File: src/rtl/linha_pkg.sv
// Shared constants for the line-number 7-segment display path.
// Pattern bus order is {seg_a..seg_g}, active low.
package linha_pkg;

   localparam int SEG_W = 7;

   localparam logic [6:0] PAT_0     = 7'b1001111;
   localparam logic [6:0] PAT_1     = 7'b0010010;
   localparam logic [6:0] PAT_2     = 7'b0000110;
   localparam logic [6:0] PAT_3     = 7'b1001100;
   localparam logic [6:0] PAT_4     = 7'b0100100;
   localparam logic [6:0] PAT_5     = 7'b0100000;
   localparam logic [6:0] PAT_6     = 7'b0001111;
   localparam logic [6:0] PAT_7     = 7'b0000000;
   localparam logic [6:0] PAT_BLANK = 7'b1111111;

   typedef enum logic {
      ESPERA  = 1'b0,
      TRAVADO = 1'b1
   } estado_t;

   // Returns {hit, code}; hit = 0 for blank and unknown patterns.
   function automatic logic [3:0] pat_to_code(input logic [6:0] p);
      logic [3:0] r;
      r = 4'b0000;
      case (p)
         PAT_0:   r = 4'b1000;
         PAT_1:   r = 4'b1001;
         PAT_2:   r = 4'b1010;
         PAT_3:   r = 4'b1011;
         PAT_4:   r = 4'b1100;
         PAT_5:   r = 4'b1101;
         PAT_6:   r = 4'b1110;
         PAT_7:   r = 4'b1111;
         default: r = 4'b0000;
      endcase
      return r;
   endfunction

endpackage

File: src/rtl/sincronizador_2ff.sv
// Two-flop synchroniser for asynchronous level inputs.
// Reset value is a parameter so idle lines can reset to their inactive level.
module sincronizador_2ff #(
   parameter int                WIDTH   = 1,
   parameter logic [WIDTH-1:0]  RST_VAL = '0
) (
   input  logic             clk,
   input  logic             reset,
   input  logic [WIDTH-1:0] d,
   output logic [WIDTH-1:0] q
);

   logic [WIDTH-1:0] sync1;

   always_ff @(posedge clk) begin
      if (reset) begin
         sync1 <= RST_VAL;
         q     <= RST_VAL;
      end else begin
         sync1 <= d;
         q     <= sync1;
      end
   end

endmodule

File: src/rtl/cod_numero_linha.sv
// 7-segment read-back: debounces the segment lines and recovers
// the 3-bit line code, flagging stable unknown patterns as errors.
module cod_numero_linha
   import linha_pkg::*;
#(
   parameter int STABLE_CYCLES = 4
) (
   input  logic clk,
   input  logic reset,
   input  logic seg_a,
   input  logic seg_b,
   input  logic seg_c,
   input  logic seg_d,
   input  logic seg_e,
   input  logic seg_f,
   input  logic seg_g,
   output logic A,
   output logic B,
   output logic C,
   output logic valido,
   output logic erro
);

   localparam logic [7:0] CNT_MAX = 8'(STABLE_CYCLES);

   logic [6:0] p;
   logic [6:0] sync2;
   logic [6:0] cand;
   logic [7:0] cnt;
   logic [3:0] hit_code;
   estado_t    estado;

   assign p = {seg_a, seg_b, seg_c, seg_d, seg_e, seg_f, seg_g};

   sincronizador_2ff #(
      .WIDTH   (SEG_W),
      .RST_VAL (PAT_BLANK)
   ) u_sync (
      .clk   (clk),
      .reset (reset),
      .d     (p),
      .q     (sync2)
   );

   assign hit_code = pat_to_code(cand);

   // TRAVADO after reset so the blank reset image is never reported.
   always_ff @(posedge clk) begin
      if (reset) begin
         cand      <= PAT_BLANK;
         cnt       <= 8'd0;
         estado    <= TRAVADO;
         {A, B, C} <= 3'b000;
         valido    <= 1'b0;
         erro      <= 1'b0;
      end else begin
         valido <= 1'b0;
         erro   <= 1'b0;
         if (sync2 != cand) begin
            cand   <= sync2;
            cnt    <= 8'd1;
            estado <= ESPERA;
         end else if (estado == ESPERA && cnt == CNT_MAX) begin
            estado <= TRAVADO;
            if (hit_code[3]) begin
               {A, B, C} <= hit_code[2:0];
               valido    <= 1'b1;
            end else if (cand != PAT_BLANK) begin
               erro <= 1'b1;
            end
         end else if (estado == ESPERA) begin
            cnt <= cnt + 8'd1;
         end
      end
   end

endmodule

File: config.mk
export PLATFORM = sky130hd
export DESIGN_NAME = cod_numero_linha
export DESIGN_NICKNAME = d
export VERILOG_FILES = /design/src/rtl/linha_pkg.sv /design/src/rtl/sincronizador_2ff.sv /design/src/rtl/cod_numero_linha.sv
export SDC_FILE = /design/constraint.sdc
export NUM_CORES = 1
export LEC_CHECK = 0
export ABC_AREA = 1
export BUFFER_PORTS_ARGS = -buffer_cell sky130_fd_sc_hd__buf_2
export CORE_UTILIZATION = 30
export DETAILED_ROUTE_END_ITERATION = 6
export PLACE_DENSITY = 0.47
export SYNTH_ARGS = -nofsm -noshare
export SYNTH_HDL_FRONTEND = slang
export SYNTH_SLANG_ARGS = --single-unit
File: constraint.sdc
create_clock -name clk -period 2 [get_ports clk]
set_clock_uncertainty 0.1 [all_clocks]
set_input_delay 0.2 -clock clk [delete_from_list [all_inputs] [get_ports clk]]
set_output_delay 0.2 -clock clk [all_outputs]
set_load 0.1 [all_outputs]
==> summary.md <==
| Metric | Value |
|---|---|
| Outcome | complete, no violations |
| Vias/cell | 4.035 |
| Critical Path Slowest Stage Cell | dfxtp_1 |
| Top cell family by delay on the critical path | flip-flops |
| Deepest clock path buffer count | 2 |
| Die Footprint | 5167 sq um |
| WHS Path Cells | 2 |
| Cell-internal power | 1.171 mW |
| Sw power | 0.3219 mW |
| Highest-count cells in the layout ignoring fill and taps | 48 x nand2_1, 35 x dfxtp_1, 23 x inv_1 |
| Mapped Avg Cell Area | 7.631 sq um |
| Fraction of the yosys area taken by sequential cells | 0.4782 |
| Data arrival time of the critical path | 1.65 ns |
| Top fanout value on the critical path | 11 |
| Setup repair after global routing missed its margin | false |
| Share of the cycle needed by the critical path after routing | 0.7869 |
| Setup crit end kind | flip-flop |
| Worst setup slack after layout | 0.4263 ns |
| Synth Register Bits | 35 |
| Path depth of the worst reg2reg path | 9 |
| Clock tree sinks | 35 |
| Count of synthesis-stage warnings from yosys | 0 |
| Number of nets in the final layout | 228 |
| Portion of synthesized cell area occupied by the leading cell type | 0.4782 |
| Clock tree from TritonCTS | built |
| Number of global-route vias before repair | 1118 |
| Critical register-to-register path startpoint | cnt[0] |
| Net Count, Synth | 203 |
| Most area-hungry cell type in the Yosys netlist | dfxtp_1 |
| Core Region | 4723 sq um |
| Worst Tran Pin Value | 0.4849 ns |
| Leading cell type in the layout, fill and taps excluded | nand2_1 |
| Cell chain of the critical path | inv_1, ha_1, nand2_1, nor2_2, nor2_1, buf_4, nand4_1, o21ai_0, a21oi_1 |
| Comb pwr share | 0.072 |
| Top cells by area, synth | dfxtp_1 48%, nand2_1 12%, or2_2 7.7%, inv_1 5.9%, nor2_1 3.8% |
| Count of buffers added by post-CTS timing repair for setup | 0 |
| Latest clock arrival within the worst-skew pair | 0.28 ns |
| Antenna cells | 0 |
| Source of the worst hold timing path | reset |
| Vias post-DR | 1150 |
| Worst endpoint required time | 2.07 ns |
| Number of DRC markers after the initial detailed-route iteration | 21 |
| Total negative setup slack | 0 ns |
| Num rows | 25 |
| Global-route wire length before repair | 4540 um |
| Final design utilization | 0.3804 |
| Classification of the worst setup path | flip-flop to flip-flop |
| Number of distinct library cells after synthesis | 22 |
| Worst slack at placement | 0.4296 ns |
| Worst voltage drop across the vdd grid | 382.4 uV |
| Area grow syn2layout | 22.63% |
| Final setup violating endpoints | 0 |
| Slew headroom | 0.6790 |
| CP max stage delay | 0.38 ns |
| Effective utilization at floorplan | 0.3102 |
| Largest net degree at the start of global routing | 24 |
| Fraction of layout cells with a size suffix above 1 | 0.2248 |
| Max Fclk | 635.4 MHz |
| Final count of pins violating max slew | 0 |
| Min Clock Period, post-route | 1.574 ns |
| Max Cap Violations | 0 |
| Wirelength, routed | 2560 um |
| Fill cells | 497 |
| Drt pass-1 iters | 4 |
| Clock Pin Slew Worst Setup and Hold Paths | 0.07 ns |
| Capture instance of the worst register-to-register path | cnt[3] |
| HPWL after detailed placement | 1808 um |
| Initial antenna violation count | 0 |
| Drt wl/cell | 8.982 um |
| Clk Tree Root Cell | clkbuf_8 |
| Remaining DRCs | 0 |
| Static leakage power | 0.8166 nW |
| Worst slack on hold paths | 0.2221 ns |
| CTS buffer count | 5 |
| Power density of the placed cells | 830.8 nW/um^2 |
| Die outline height | 71.89 um |
| GRT Resource Usage Total | 0.1158 |
| Worst min-delay path category | input port to flip-flop |
| Part of the power in the clock network | 0.437 |
| Sequential fraction of design power | 0.491 |
| Worst path buffer plus inverter count | 2 |
| Boundary pin count | 14 |
| Endpoint with the worst hold slack | valido |
| Cell area after synthesis | 1465 sq um |
| H-Tree Level Count | 2 |
| Kind of start point of the critical path | flip-flop |
| PnR Total Power | 1.493 mW |
| Aggregate global routing overflow | 0 |
| Total of buffers placed on input and output ports | 13 |
| Post-Synthesis Cells | 192 |
| Die X-Extent | 71.89 um |
| Number of endpoints with negative hold slack in the final report | 0 |
| Routability cong. | 0.7744 |
| Internal reg-to-reg setup slack | 0.43 ns |
| Sw Share | 0.2157 |
| Remaining antenna violation count after routing | 0 |
==> worst max-delay path by stage <==
stage,start,end,slack (ns),depth (start not counted)
floorplan,cnt[0],cnt[7],0.50,9
global placement,cnt[0],cnt[3],0.43,9
detailed placement,cnt[0],cnt[3],0.43,9
CTS,cnt[0],cnt[3],0.42,9
global route,cand[6],B,0.24,9
finish,cnt[0],cnt[3],0.43,9
==> flip-flops by register name, summed over array words and instances (netlist names), 7 cells and up <==
| signal | cells |
|---|---|
| u_sync.sync1 | 7 |
| cnt | 8 |
| cand | 7 |
| u_sync.q | 7 |
==> synth_stat cells (all sizes together) <==
cell,number
or2,18
xnor2,4
o21ai,7
xor2,1
ha,2
nand3,6
nor3,6
nor2,20
clkbuf,2
buf,1
a21oi,11
nand4,6
inv,24
nand2,49
dfxtp,35
==> cell type report <==
cell class	instances	area, sq um	share of cell area
clock buffers	6	82.58	0.04596
clock inverters	2	35.03	0.01950
inverters	24	90.09	0.05014
multi-input cells	130	661.9	0.3684
flip-flops and latches	35	700.7	0.3900
well taps	67	83.83	0.04666
repair buffers	21	142.6	0.07939
==> per-stage QoR <==
step                      instances  instance area [sq um]
after global placement          270                   1609
after CTS                       285                   1797
final                           285                   1797
after floorplan                 192                   1465
after global routing            285                   1797
after detailed placement        270                   1609
==> cell families (layout without fill, tap and decap cells) <==
group | after synthesis | count (layout) | share of synthesized area
adders and majority gates | 2 | 2 | 0.01708
DFF | 35 | 35 | 0.4782
and+or+nand+nor | 105 | 105 | 0.3407
buffers and inverters | 27 | 53 | 0.07002
xor gates and xnor gates | 5 | 5 | 0.02989
AOI/OAI and AO/OA | 18 | 18 | 0.06405
==> per-layer routing <==
metal,vias to the layer above,track usage,share of wire
li1,645,-,-
met1,485,0.1291,0.51
met2,16,0.1939,0.44
met3,4,0.04219,0.035
met4,0,0.05882,0.014
met5,-,0,0
==> repair_timing <==
| item | in CTS | in global routing |
|---|---|---|
| hold endpoints to repair | 7 | 0 |
| endpoints found under the setup margin | 0 | 0 |
| resized for setup | 0 | 0 |
| hold buffers | 7 | 0 |
==> power groups by stage <==
stage	logic [mW]	clock network, mW	registers, mW
after floorplan	0.0746	0	0.745
after global placement	0.100	0	0.748
after detailed placement	0.0992	0	0.748
after CTS	0.110	0.674	0.732
after global routing	0.123	0.704	0.735
final	0.108	0.652	0.732
(Power assumes the default switching activity.)
